===== config.mk =====
export PLATFORM = sky130hd
export DESIGN_NAME = store_size_rmw_flat
export DESIGN_NICKNAME = d
export VERILOG_FILES = /design/src/rtl/store_pkg.sv /design/src/rtl/store_size_rmw_if.sv /design/src/rtl/store_merge.sv /design/src/rtl/store_size_rmw.sv /design/src/flat_wrapper.sv
export SDC_FILE = /design/constraint.sdc
export NUM_CORES = 1
export LEC_CHECK = 0
export ABC_AREA = 1
export ABC_CLOCK_PERIOD_IN_PS = 5270
export BUFFER_PORTS_ARGS = -buffer_cell sky130_fd_sc_hd__buf_4
export CAP_MARGIN = 20
export CORE_MARGIN = 1
export CORE_UTILIZATION = 56
export DETAILED_ROUTE_END_ITERATION = 10
export GPL_TIMING_DRIVEN = 1
export PLACE_DENSITY = 0.86
export SYNTH_ARGS = -nofsm -noshare
export SYNTH_HDL_FRONTEND = slang
export SYNTH_SLANG_ARGS = --single-unit

===== constraint.sdc =====
create_clock -name clk -period 5.27 [get_ports clk]
set_clock_uncertainty 0.15 [all_clocks]
set_input_delay 0.7905 -clock clk [delete_from_list [all_inputs] [get_ports clk]]
set_output_delay 0.7905 -clock clk [all_outputs]
set_load 0.01 [all_outputs]

===== src/rtl/store_pkg.sv =====
// Shared encodings for the sub-word store read-modify-write engine.
package store_pkg;

  typedef enum logic [1:0] {
    SZ_WORD = 2'b00,
    SZ_HALF = 2'b01,
    SZ_BYTE = 2'b10
  } size_e;

  typedef enum logic [1:0] {
    IDLE    = 2'b00,
    RD_WAIT = 2'b01,
    WRITE   = 2'b10,
    DONE    = 2'b11
  } state_e;

  // Request captured on acceptance; raw size kept so 2'b11 survives as "byte".
  typedef struct packed {
    logic [1:0]  size;
    logic [31:0] addr;
    logic [31:0] data;
  } req_t;

endpackage


===== src/rtl/store_size_rmw_if.sv =====
// Request/memory bus of the store RMW engine; slave is the engine side.
interface store_size_rmw_if;
  logic        start;
  logic [1:0]  store_size_control;
  logic [31:0] addr;
  logic [31:0] reg_data;
  logic [31:0] mem_rdata;
  logic [31:0] mem_addr;
  logic [31:0] mem_wdata;
  logic        mem_we;
  logic        busy;
  logic        done;
  logic        align_err;

  modport master (
    output start, store_size_control, addr, reg_data, mem_rdata,
    input  mem_addr, mem_wdata, mem_we, busy, done, align_err
  );

  modport slave (
    input  start, store_size_control, addr, reg_data, mem_rdata,
    output mem_addr, mem_wdata, mem_we, busy, done, align_err
  );
endinterface


===== src/rtl/store_merge.sv =====
// Combinational lane merge: drops the store bytes into the word read from memory.
module store_merge
  import store_pkg::*;
(
  input  logic [1:0]  size,
  input  logic [1:0]  off,
  input  logic [31:0] reg_data,
  input  logic [31:0] mem_word,
  output logic [31:0] merged
);

  always_comb begin
    merged = mem_word;
    case (size)
      SZ_WORD: merged = reg_data;
      SZ_HALF: begin
        if (off[1]) merged[31:16] = reg_data[15:0];
        else        merged[15:0]  = reg_data[15:0];
      end
      // 2'b11 falls through to byte behaviour
      default: merged[{off, 3'b000} +: 8] = reg_data[7:0];
    endcase
  end

endmodule


===== src/rtl/store_size_rmw.sv =====
// Store engine: SW writes directly, SH/SB read the word, merge, and write back.
// Optional STORE_ALIGN_CHECK_EN rejects misaligned SW/SH with align_err.
module store_size_rmw
  import store_pkg::*;
#(
  parameter int READ_LAT = 1
) (
  input  logic            clk,
  input  logic            reset,
  store_size_rmw_if.slave bus
);

  state_e      state, state_nxt;
  req_t        req_q;
  logic [2:0]  cnt_q;
  logic [31:0] rdata_q;
  logic [31:0] merged;
  logic        misalign;
  logic        accept;

  assign accept = (state == IDLE) && bus.start;

`ifdef STORE_ALIGN_CHECK_EN
  logic err_q;

  assign misalign = ((bus.store_size_control == SZ_WORD) && (bus.addr[1:0] != 2'b00)) ||
                    ((bus.store_size_control == SZ_HALF) && bus.addr[0]);

  always_ff @(posedge clk) begin
    if (reset)       err_q <= 1'b0;
    else if (accept) err_q <= misalign;
  end

  assign bus.align_err = (state == DONE) && err_q;
`else
  assign misalign      = 1'b0;
  assign bus.align_err = 1'b0;
`endif

  always_ff @(posedge clk) begin
    if (reset) begin
      state   <= IDLE;
      req_q   <= '0;
      cnt_q   <= '0;
      rdata_q <= '0;
    end else begin
      state <= state_nxt;
      if (accept) begin
        req_q <= '{size: bus.store_size_control, addr: bus.addr, data: bus.reg_data};
        cnt_q <= 3'(READ_LAT - 1);
      end
      // Read word is taken at the end of the last wait cycle only
      if (state == RD_WAIT) begin
        if (cnt_q == 3'd0) rdata_q <= bus.mem_rdata;
        else               cnt_q   <= cnt_q - 3'd1;
      end
    end
  end

  always_comb begin
    state_nxt = state;
    case (state)
      IDLE: begin
        if (bus.start) begin
          if (misalign)                                state_nxt = DONE;
          else if (bus.store_size_control == SZ_WORD) state_nxt = WRITE;
          else                                         state_nxt = RD_WAIT;
        end
      end
      RD_WAIT: if (cnt_q == 3'd0) state_nxt = WRITE;
      WRITE:   state_nxt = DONE;
      DONE:    state_nxt = IDLE;
      default: state_nxt = IDLE;
    endcase
  end

  store_merge u_merge (
    .size     (req_q.size),
    .off      (req_q.addr[1:0]),
    .reg_data (req_q.data),
    .mem_word (rdata_q),
    .merged   (merged)
  );

  assign bus.mem_addr  = ((state == RD_WAIT) || (state == WRITE)) ? {req_q.addr[31:2], 2'b00} : 32'd0;
  assign bus.mem_wdata = (state == WRITE) ? merged : 32'd0;
  assign bus.mem_we    = (state == WRITE);
  assign bus.busy      = (state != IDLE);
  assign bus.done      = (state == DONE);

endmodule


===== src/flat_wrapper.sv =====
// flat-port wrapper written by rule: the top's interface ports become plain ports
module store_size_rmw_flat import store_pkg::*;
#(
  parameter int READ_LAT = 1
)
  (clk, reset, bus_start, bus_store_size_control, bus_addr, bus_reg_data, bus_mem_rdata, bus_mem_addr, bus_mem_wdata, bus_mem_we, bus_busy, bus_done, bus_align_err);
  store_size_rmw_if bus_i ();
  input  logic clk;
  input  logic reset;
  input wire logic [$bits(bus_i.start)-1:0] bus_start;
  input wire logic [$bits(bus_i.store_size_control)-1:0] bus_store_size_control;
  input wire logic [$bits(bus_i.addr)-1:0] bus_addr;
  input wire logic [$bits(bus_i.reg_data)-1:0] bus_reg_data;
  input wire logic [$bits(bus_i.mem_rdata)-1:0] bus_mem_rdata;
  output wire logic [$bits(bus_i.mem_addr)-1:0] bus_mem_addr;
  output wire logic [$bits(bus_i.mem_wdata)-1:0] bus_mem_wdata;
  output wire logic [$bits(bus_i.mem_we)-1:0] bus_mem_we;
  output wire logic [$bits(bus_i.busy)-1:0] bus_busy;
  output wire logic [$bits(bus_i.done)-1:0] bus_done;
  output wire logic [$bits(bus_i.align_err)-1:0] bus_align_err;
  assign bus_i.start = bus_start;
  assign bus_i.store_size_control = bus_store_size_control;
  assign bus_i.addr = bus_addr;
  assign bus_i.reg_data = bus_reg_data;
  assign bus_i.mem_rdata = bus_mem_rdata;
  assign bus_mem_addr = bus_i.mem_addr;
  assign bus_mem_wdata = bus_i.mem_wdata;
  assign bus_mem_we = bus_i.mem_we;
  assign bus_busy = bus_i.busy;
  assign bus_done = bus_i.done;
  assign bus_align_err = bus_i.align_err;
  store_size_rmw #(.READ_LAT(READ_LAT)) u_core (.clk(clk), .reset(reset), .bus(bus_i));
endmodule

* Yosys cells after proc, flatten, opt, wreduce, memory -nomap -nowiden
Index checks and enable logic that the tools add are counted.
** Word-level totals
- Flip-flop bits (word level) :: 103
- Output and inout port bits :: 68
- Logic and storage cells :: 38
** Operators by class
- Add/subtract/negate cells :: 2
- Equal/unequal tests :: 6
- Shift operators :: 2
- Mux-type cells :: 13
- Reduce and logical (&&, ||, !) cells :: 9
** Operators by type and width (count)
- $mux W32 :: 2
- $pmux W32 S2 :: 1
- $bwmux W32 :: 1
- $mux W16 :: 2
- $shift A8 B7 Y32 const A :: 1
- $shiftx A8 B7 Y32 :: 1
- $mux W3 :: 3
- $pmux W2 S4 :: 1
- $neg A5 Y7 :: 1
- $logic_not A2 Y1 :: 3
- $mux W2 :: 3
- $eq A2 B1 Y1 const B :: 2
- $eq A2 B2 Y1 const B :: 2
- $reduce_and A2 Y1 :: 2
- $logic_not A3 Y1 :: 1
- $sub A3 B1 Y3 const B :: 1
- $ne A2 B1 Y1 const B :: 1
- $ne A2 B2 Y1 const B :: 1
- $reduce_bool A2 Y1 :: 1
- $logic_and A1 B1 Y1 :: 1
- $logic_or A1 B1 Y1 :: 1

* Depth between registers and ports, before layout
Gate-level depths: netlist of run 1.
- Word-level depth :: 5
- Mapped depth :: 10
- Depth with buffers taken out :: 8

* By module
From an unflattened synthesis of run 1, not the netlist that was laid out.
** Unflattened totals
- Cell total of the unflattened synthesis :: 1000
- Area total of the unflattened synthesis :: 6005.8 µm²
** Modules (own cells, without submodules)
- store_size_rmw :: times used 1, cells each 616, area an instance 4350.4 µm²
- store_merge :: times used 1, cells each 384, area an instance 1655.3 µm²

* Worst setup path before layout of run 1
OpenSTA, ideal clock, no wires.
- Path kind :: register to output
- Start :: reg u_core.req_q[32] (netlist bit)
- End :: out bus_mem_wdata[24]
- Arrival time :: 1.846 ns
- Data required time :: 4.330 ns
- Path slack :: 2.483 ns
- Stages on the path, launching flop included :: 9
- Cells stage by stage :: dfxtp_1 > buf_2 > clkinv_1 > ha_1 > nor2_1 > nand3_1 > nand2_1 > nand2_1 > nor2_1
** Between the ends
- Word-level cells in the longest chain between the ends :: 5
** Ends and longest elaborated chain
- start: declaration :: line store_size_rmw.sv:14 : req_t req_q;
- start signal: assignment :: line store_size_rmw.sv:49 : req_q <= '{size: bus.store_size_control, addr: bus.addr, data: bus.reg_data};
- $neg A5 Y7 (*) :: line store_merge.sv:21 : default: merged[{off, 3'b000} +: 8] = reg_data[7:0];
- $shiftx A8 B7 Y32 / $shift A8 B7 Y32 (equally long branches) :: line store_merge.sv:21
- $bwmux W32 (*) :: line store_merge.sv:21
- $pmux W32 S2 (*) :: line store_merge.sv:14 : case (size)
- $mux W32 (*) :: line store_size_rmw.sv:86 : assign bus.mem_wdata = (state == WRITE) ? merged : 32'd0;
- end: declaration :: line flat_wrapper.sv:16 : output wire logic [$bits(bus_i.mem_wdata)-1:0] bus_mem_wdata;
Mark *: on every way between the ends. The rest lies on a longest branch, timed or not.

* Worst setup path in the final report of run 1
- Start :: reg u_core.req_q[33] (netlist bit)
- End :: out bus_mem_wdata[25]
** Between the ends
- Word-level cells in the longest chain between the ends :: 5
** Ends and longest elaborated chain (line)
- $neg A5 Y7 :: store_merge.sv:21
- $shiftx A8 B7 Y32 / $shift A8 B7 Y32 (equally long branches) :: store_merge.sv:21
- $bwmux W32 :: store_merge.sv:21
- $pmux W32 S2 (*) :: store_merge.sv:14
- $mux W32 (*) :: store_size_rmw.sv:86
Marked as above.

==> flow_metrics.tcl, run 1 <==
set metrics [dict create \
    grt_overflow 0 \
    cts_hold_buffers 0 \
    place_congestion 0.853 \
    startpoint "u_core.req_q[33]$_SDFFE_PP0P_" \
    r2r-start "u_core.state[0]$_SDFFE_PP0P_" \
    synthXorXnorAreaFrac 0 \
    grt_max_degree 56 \
    rows 36 \
    first_global_vias 5115 \
    crit_path_end_kind "output pin" \
    via_per_inst 5.22 \
    muxShareOfSynthArea 0 \
    synth_edf_count 0 \
    cts_tree "done" \
    dp_hpwl_microns 11000 \
    worst_slack_ns 1.46 \
    antenna_cells 0 \
    finalHoldViolations 0 \
    drt_first_pass_iters 5 \
    wirelength_microns 15600 \
    drt_iter0_drc 436 \
    max_stage_delay_ns 0.70 \
    avgSynthCellArea_sq_um 6.21 \
    cts_root_buf "clkbuf_8" \
    die-height_microns 102 \
    path_clk_slew_ns 0.10 \
    antenna_found_initial 0 \
    fin_tns_setup_ns 0 \
    htreeDepth 3 \
    clk_latency_ns 0.36 \
    synth_flop_cell "dfxtp_1" \
    path_cells "inv_1, ha_1, nor2_1, nand3_1, nand2_1, nand2_1, nor2_1, buf_4" \
    yosysSeqAreaShare 0.369 \
    drive_above_1_share 0.193 \
    gr-usage-met2 0.468 \
    fin_crit_sh 0.723 \
    synth-async-reset-ratio 0 \
    setup_viol 0 \
    vias 6061 \
    post-route-drc-count 0 \
    clock_path_buffers 2 \
    post_synth_num_cell_types 20 \
    pre_cts_ws_ns 1.90 \
    grt_pass1_wl_microns 24400 \
    postRouteAntennaNets 0 \
    core_area_sq_um 9730 \
    yosys-top-cells-count "180 x nor2_1, 146 x nand2_1, 117 x o21ai_0" \
    busiest_layer "met2" \
    path_buf_inv 2 \
    die_w_microns 102 \
    syn_inst 900 \
    synth_compound_area_frac 0.200 \
    postCtsSetupBuffers 0 \
    start_kind "flip-flop" \
    numCtsBuffers 9 \
    required_ns 4.33 \
    fin_hold_ws_ns 0.306 \
    yosys.cell_count.top_type "nor2_1" \
    hp-class "flip-flop to flip-flop" \
    synth_top_area_frac 0.369 \
    fin_total_pwr_w 0.00253 \
    io_buffers 165 \
    power.density_nw_per_um2 363 \
    leakagePower_nw 3.42 \
    syn-cell-area_sq_um 5590 \
    fmax_mhz 263 \
    io_pins 169 \
    max_slew_margin 0.337 \
    yosysTopAreaCell "dfxtp_1" \
    initial_core_util 0.575 \
    tightest_slew_ns 0.994 \
    min_from "u_core.req_q[27]$_SDFFE_PP0P_" \
    max_cap_viol_count 0 \
    nets 1137 \
    worstSetupPathType "flip-flop to output pin" \
    synth_area_leaders "dfxtp_1 37%, nor2_1 12%, o21ai_0 10%, nand2_1 9.8%, a21oi_1 9.2%" \
    synth_top_family_by_area "simple AND/OR/NAND/NOR gates" \
    grt_util_met3 0.0479 \
    critPathTopFamily "simple AND/OR/NAND/NOR gates" \
    slew_viol_final 0 \
    wire_per_inst_microns 13.4 \
    yosys.area_share.adder 0.0268 \
    yosys_register_bits 103 \
    path_max_fanout 31 \
    min_period_ns 3.81 \
    met1_usage 0.415 \
    crit_arrival_ns 2.87 \
    status "finished clean" \
    cts_num_sinks 103 \
    max-vdd-ir-drop_uv 190 \
    crit_slowest_cell "inv_1" \
    grt_use_total 0.299 \
    yosysWarnings 0 \
    area_growth_pct 24.8 \
    cts_resized 0 \
    synthSimpleGateAreaFrac 0.280 \
    rsz0062_at_grt "false" \
    die_area_sq_um 10400 \
]
[flip-flops by register name, indices dropped and copies added (netlist names)]
name / count
u_core.req_q: 66
u_core.cnt_q: 3
u_core.rdata_q: 32
u_core.state: 2
[worst register-to-register path: stages (launching register included)]
cell,delay (ns)
dfxtp_1,0.37
inv_1,0.10
ha_1,0.24
nand2_2,0.62
inv_1,0.69
nor2_1,0.27
nor2_1,0.07
[per-stage QoR]
stage          utilization  cells  area (sq um)
2_1_floorplan            -    902          5600
3_3_place_gp         0.695   1145          6760
4_1_cts              0.716   1161          6970
6_report             0.718   1162          6980
5_1_grt              0.718   1162          6980
3_5_place_dp         0.695   1145          6760
[logic make-up (layout without fill, tap and decap cells)]
family                   Yosys count  count (layout)
AO/OA/AOI/OAI                    224             224
adder cells (fa/ha/maj)           12              12
AND/OR/NAND/NOR                  392             392
buffers and inverters            168             295
flip-flops                       103             103
other                              1               3
[power breakdown]
part / switching [W] / total, W / internal [W]
sequential: 0.000112 / 0.00104 / 0.000931
combinational: 0.000625 / 0.000981 / 0.000356
clock: 0.000283 / 0.000509 / 0.000226
total: 0.00102 / 0.00253 / 0.00151
[path summary, 6_finish.rpt]
check / to / depth (start not counted) / slack [ns]
max: bus_mem_wdata[25] / 8 / 1.46
min: u_core.req_q[27]$_SDFFE_PP0P_ / 2 / 0.31
max reg2reg: u_core.req_q[36]$_SDFFE_PP0P_ / 6 / 2.66
min reg2reg: u_core.req_q[27]$_SDFFE_PP0P_ / 2 / 0.31
[layout by cell type (no fill, tap or decap), drive strengths merged]
master    instances
clkinv            3
nand2           148
inv             110
dfxtp           103
buf             171
ha               12
o21ai           121
clkbuf            9
nand3            59
clkinvlp          1
a21oi           103
bufinv            1
nor2            185
conb              3
[cell type report]
class                   count  area [sq um]
multi-input cells         631          2850
fillers                   889          2750
flip-flops and latches    103          2060
repair buffers            171          1290
inverters                 108           405
well taps                 133           166
clock buffers               9           124
clock inverters             7          80.1
[metal layers]
layer / up-vias / part of all wire / wire, microns
met5: - / 0 / 0
met4: 0 / 0.023 / 356
met3: 27 / 0.089 / 1400
met2: 270 / 0.44 / 6930
met1: 2680 / 0.44 / 6930
li1: 3084 / - / -
Power figures use the tool's default switching activity.
==> run 2: changes to the inputs <==
Settings changed: ABC_AREA 1 to 0, ABC_CLOCK_PERIOD_IN_PS 5270 to 3800, CORE_UTILIZATION 56 to 51, PLACE_DENSITY 0.86 to 0.8.
Clock period 5.27 ns to 3.8 ns, I/O delays scaled along.
==> flow_metrics.tcl, run 2 <==
set metrics [dict create \
    fin_hold_ws_ns 0.266 \
    path_clk_slew_ns 0.10 \
    timing.rr.end "u_core.req_q[48]$_SDFFE_PP0P_" \
    synth_top_area_frac 0.394 \
    largest_registers "u_core.req_q x66, u_core.rdata_q x32, u_core.cnt_q x3" \
    via_per_inst 5.54 \
    htreeDepth 3 \
    die-height_microns 103 \
    grt_use_total 0.290 \
    reg2regPathDepth 6 \
    synth_edf_count 0 \
    fin_crit_sh 0.844 \
    crit_path_end_kind "output pin" \
    synth-async-reset-ratio 0 \
    dp.cells 936 \
    hp-class "input port to flip-flop" \
    crit_slowest_cell "dfxtp_1" \
    rows 36 \
    area_growth_pct 26.7 \
    wire_per_inst_microns 15.9 \
    slew_viol_final 0 \
    clock_path_buffers 2 \
    cts_hold_buffers 0 \
    antenna_found_initial 0 \
    fin_tns_setup_ns 0 \
    yosys_register_bits 103 \
    synth_area_leaders "dfxtp_1 39%, nand2_1 15%, a21oi_1 9.9%, o221ai_1 4.0%, and2_1 3.7%" \
    nets 928 \
    crit_arrival_ns 2.49 \
    fmax_mhz 312 \
    first_global_vias 4922 \
    numCtsBuffers 9 \
    post-route-drc-count 0 \
    place_congestion 0.912 \
    path_buf_inv 2 \
    core_area_sq_um 9860 \
    antenna_cells 0 \
    gr-usage-met2 0.491 \
    yosysSeqAreaShare 0.394 \
    critPathTopFamily "simple AND/OR/NAND/NOR gates" \
    largest_reg_flops 66 \
    postCtsSetupBuffers 0 \
    avgSynthCellArea_sq_um 7.61 \
    leakagePower_nw 2.95 \
    yosysWarnings 0 \
    grt_overflow 0 \
    busiest_layer "met2" \
    power.density_nw_per_um2 569 \
    drt_first_pass_iters 5 \
    clk_latency_ns 0.39 \
    required_ns 3.08 \
    met1_usage 0.342 \
    die_w_microns 103 \
    max_stage_delay_ns 0.48 \
    rrSetupSlack_ns 1.51 \
    initial_core_util 0.530 \
    setup_viol 0 \
    cts_root_buf "clkbuf_8" \
    tightest_slew_ns 0.873 \
    mostFrequentLayoutCell "nand2_1" \
    grt_max_degree 64 \
    post_layout_nonfiller_instances 953 \
    io_buffers 165 \
    status "finished clean" \
    postRouteAntennaNets 0 \
    drive_above_1_share 0.241 \
    start_kind "flip-flop" \
    r2r-start "u_core.state[1]$_SDFFE_PP0P_" \
    syn_inst 687 \
    grt_util_met3 0.100 \
    yosys.cell_count.top_type "nand2_1" \
    max_cap_viol_count 0 \
    holdPathStages 3 \
    die_area_sq_um 10700 \
    grt_pass1_wl_microns 23400 \
    path_cells "inv_1, ha_1, and4bb_1, a221oi_1, nor3_1, buf_4" \
    yosys-top-cells-count "215 x nand2_1, 103 x a21oi_1, 103 x dfxtp_1, 31 x and2_1, 26 x inv_1" \
    yosysTopAreaCell "dfxtp_1" \
    dp_hpwl_microns 11000 \
    worstSetupPathType "flip-flop to output pin" \
    syn-cell-area_sq_um 5230 \
    cts_tree "done" \
    final_cell_mix "214 x nand2_1, 173 x buf_4, 103 x a21oi_1, 103 x dfxtp_1, 30 x and2_1" \
    synth_flop_cell "dfxtp_1" \
    rsz0062_at_grt "false" \
    regMostFlops "u_core.req_q" \
    path_max_fanout 8 \
    hold_path_end "u_core.req_q[30]$_SDFFE_PP0P_" \
    cts_resized 0 \
    min_from "bus_reg_data[30]" \
    cts_num_sinks 103 \
    post_synth_num_cell_types 44 \
    max-vdd-ir-drop_uv 464 \
    max_slew_margin 0.416 \
    io_pins 169 \
    wirelength_microns 15100 \
    fill_cells 869 \
    finalHoldViolations 0 \
    min_period_ns 3.21 \
    drt_iter0_drc 253 \
    vias 5277 \
]
-- run 2: kinds of logic after synthesis --
logic type	share of synthesized area
flip-flops	0.394
AO/OA/AOI/OAI	0.211
multiplexers	0.0500
buffers and inverters	0.0756
AND/OR/NAND/NOR	0.240
adder cells (fa/ha/maj)	0.0287
other	0.000717
-- run 2: how the worst max path moves through the flow --
| stage | end | slack [ns] | cells after the start | start |
|---|---|---|---|---|
| 2_1_floorplan | bus_mem_wdata[31] | 1.24 | 8 | u_core.req_q[33]$_SDFFE_PP0P_ |
| 3_3_place_gp | bus_mem_wdata[31] | 1.18 | 6 | u_core.req_q[32]$_SDFFE_PP0P_ |
| 3_5_place_dp | bus_mem_wdata[31] | 1.04 | 6 | u_core.req_q[32]$_SDFFE_PP0P_ |
| 4_1_cts | bus_mem_wdata[31] | 0.60 | 6 | u_core.req_q[32]$_SDFFE_PP0P_ |
| 5_1_grt | bus_mem_wdata[25] | 0.45 | 6 | u_core.req_q[32]$_SDFFE_PP0P_ |
| 6_report | bus_mem_wdata[25] | 0.59 | 6 | u_core.req_q[32]$_SDFFE_PP0P_ |
-- run 2: power breakdown --
group          internal, W  total (W)  switching (W)
logic             0.000616    0.00159       0.000978
clock network     0.000311   0.000690       0.000379
registers          0.00130    0.00148       0.000184
total              0.00223    0.00377        0.00154
-- run 2: worst register-to-register path, stage by stage (launching register included) --
cell and delay (ns):
dfxtp_1 0.39, inv_1 0.11, ha_1 0.24, nand2_2 0.65, buf_4 0.42, nand2_1 0.10, a21oi_1 0.15
-- run 2: final cells by class --
type | count | area [sq um] | area share
Tap cell | 133 | 166 | 0.0251
Clock buffer | 11 | 131 | 0.0198
Multi-Input combinational cell | 499 | 2780 | 0.420
Inverter | 28 | 105 | 0.0159
Timing Repair Buffer | 174 | 1310 | 0.198
Sequential cell | 103 | 2060 | 0.311
Clock inverter | 5 | 63.8 | 0.00963
-- run 2: routing by layer --
metal	up-vias	wire length, microns
li1	2587	-
met3	23	1390
met5	-	0
met4	0	370
met1	2425	6110
met2	242	7270
-- run 2: through the flow --
stage	utilization	setup slack, ns	instance area [sq um]	power, W
final	0.671	0.593	6620	0.00377
after global routing	0.671	0.450	6620	0.00404
after CTS	0.670	0.596	6610	0.00377
after detailed placement	0.650	1.04	6410	0.00308
after global placement	0.650	1.18	6410	0.00303
after floorplan	-	1.24	5240	0.00256
==> run 3: changes to the inputs <==
Settings changed: ABC_CLOCK_PERIOD_IN_PS 3800 to 3350.
Clock period 3.8 ns to 3.35 ns, I/O delays scaled along.
==> flow_metrics.tcl, run 3 (synthesized netlist as in run 2, its figures left out) <==
set metrics [dict create \
    status "finished clean" \
    max_stage_delay_ns 0.48 \
    initial_core_util 0.530 \
    via_per_inst 5.49 \
    cts_num_sinks 103 \
    min_period_ns 3.11 \
    grt_use_total 0.294 \
    path_max_fanout 8 \
    critPathTopFamily "simple AND/OR/NAND/NOR gates" \
    die_area_sq_um 10700 \
    rows 36 \
    max_slew_margin 0.456 \
    clock_path_buffers 2 \
    cts_tree "done" \
    mostFrequentLayoutCell "nand2_1" \
    required_ns 2.70 \
    critPathCapture "bus_mem_wdata[25]" \
    p_switching_w 0.00178 \
    path_clk_slew_ns 0.10 \
    grt_overflow 0 \
    area_growth_pct 27.0 \
    dpl_cell_area_sq_um 6440 \
    first_global_vias 4868 \
    wirelength_microns 15200 \
    rsz0062_at_grt "false" \
    antenna_cells 0 \
    rrSetupSlack_ns 1.06 \
    io_pins 169 \
    crit_path_end_kind "output pin" \
    clockPowerShare 0.187 \
    power.density_nw_per_um2 650 \
    post-route-drc-count 0 \
    antenna_found_initial 0 \
    drive_above_1_share 0.246 \
    grt_pass1_wl_microns 23600 \
    path_buf_inv 2 \
    htreeDepth 3 \
    finalHoldViolations 0 \
    postRouteAntennaNets 0 \
    fmax_mhz 321 \
    final_cell_mix "214 x nand2_1, 176 x buf_4, 103 x a21oi_1, 103 x dfxtp_1, 30 x and2_1" \
    leakagePower_nw 2.97 \
    r2r-start "u_core.state[1]$_SDFFE_PP0P_" \
    die_w_microns 103 \
    hp-class "input port to flip-flop" \
    crit_slowest_cell "dfxtp_1" \
    slew_viol_final 0 \
    pre_cts_ws_ns 0.714 \
    fin_hold_ws_ns 0.206 \
    cp_num_cells 6 \
    io_buffers 165 \
    cts_hold_buffers 0 \
    dp.cells 939 \
    crit_arrival_ns 2.46 \
    setup_viol 0 \
    regMostFlops "u_core.req_q" \
    fin_crit_sh 0.929 \
    dp_hpwl_microns 11100 \
    tightest_slew_ns 0.815 \
    seqPwrFrac 0.391 \
    worstSetupPathType "flip-flop to output pin" \
    postCtsSetupBuffers 0 \
    vias 5240 \
    holdPathStages 3 \
    sw_frac_of_total 0.413 \
    max_cap_viol_count 0 \
    path_cells "inv_1, ha_1, and4bb_1, a221oi_1, nor3_1, buf_4" \
    cts_root_buf "clkbuf_8" \
    timing.rr.end "u_core.rdata_q[2]$_SDFFE_PP0P_" \
    fin_area_sq_um 6640 \
    grt_max_degree 80 \
    wire_per_inst_microns 15.9 \
    start_kind "flip-flop" \
    core_area_sq_um 9860 \
    largest_reg_flops 66 \
    p_int_w 0.00253 \
    startpoint "u_core.req_q[32]$_SDFFE_PP0P_" \
    pwr-share-comb 0.422 \
    fin_tns_setup_ns 0 \
    post_layout_nonfiller_instances 955 \
    drt_first_pass_iters 5 \
    die-height_microns 103 \
    drt_iter0_drc 321 \
    max-vdd-ir-drop_uv 506 \
    reg2regPathDepth 6 \
    clk_latency_ns 0.38 \
    cts_resized 0 \
    place_congestion 0.863 \
    numCtsBuffers 9 \
    worst_slack_ns 0.237 \
    largest_registers "u_core.req_q x66, u_core.rdata_q x32, u_core.cnt_q x3" \
    nets 930 \
]
run 3: through the flow:
step	power, W	utilization
after detailed placement	0.00352	0.652
final	0.00432	0.673
after floorplan	0.00291	-
after CTS	0.00434	0.673
after global placement	0.00345	0.652
after global routing	0.00461	0.673
run 3: final cells by class:
cell class	count	area, sq um
clock inverters	7	81.3
clock buffers	9	124
well taps	133	166
fillers	885	3220
repair buffers	176	1320
flip-flops and latches	103	2060
inverters	28	105
multi-input cells	499	2780
run 3: worst register-to-register path: stages (launching register included):
cell,delay [ns]
dfxtp_1,0.35
inv_1,0.13
ha_1,0.34
and3b_1,0.70
buf_4,0.32
nand2_1,0.08
a21oi_1,0.14
run 3: power by group through the flow:
stage	sequential, W	combinational, W	clock, W
6_report	0.00169	0.00182	0.000808
5_1_grt	0.00171	0.00202	0.000879
4_1_cts	0.00168	0.00182	0.000831
3_5_place_dp	0.00171	0.00181	0
3_3_place_gp	0.00170	0.00176	0
2_1_floorplan	0.00162	0.00128	0
run 3: per-layer routing:
layer  share of wire  global-route usage  vias to the layer above
li1                -                   -                     2581
met3           0.090              0.0961                       24
met2            0.47               0.491                      237
met5               0                   0                        -
met4           0.024               0.108                        0
met1            0.41               0.355                     2398
run 3: worst min-delay path by stage:
stage	start	end	slack [ns]
after floorplan	u_core.req_q[34]$_SDFFE_PP0P_	u_core.req_q[34]$_SDFFE_PP0P_	0.28
after global placement	u_core.req_q[57]$_SDFFE_PP0P_	u_core.req_q[57]$_SDFFE_PP0P_	0.29
after detailed placement	u_core.req_q[60]$_SDFFE_PP0P_	u_core.req_q[60]$_SDFFE_PP0P_	0.29
after CTS	bus_reg_data[22]	u_core.req_q[22]$_SDFFE_PP0P_	0.18
after global routing	bus_addr[6]	u_core.req_q[38]$_SDFFE_PP0P_	0.17
final	bus_reg_data[22]	u_core.req_q[22]$_SDFFE_PP0P_	0.21
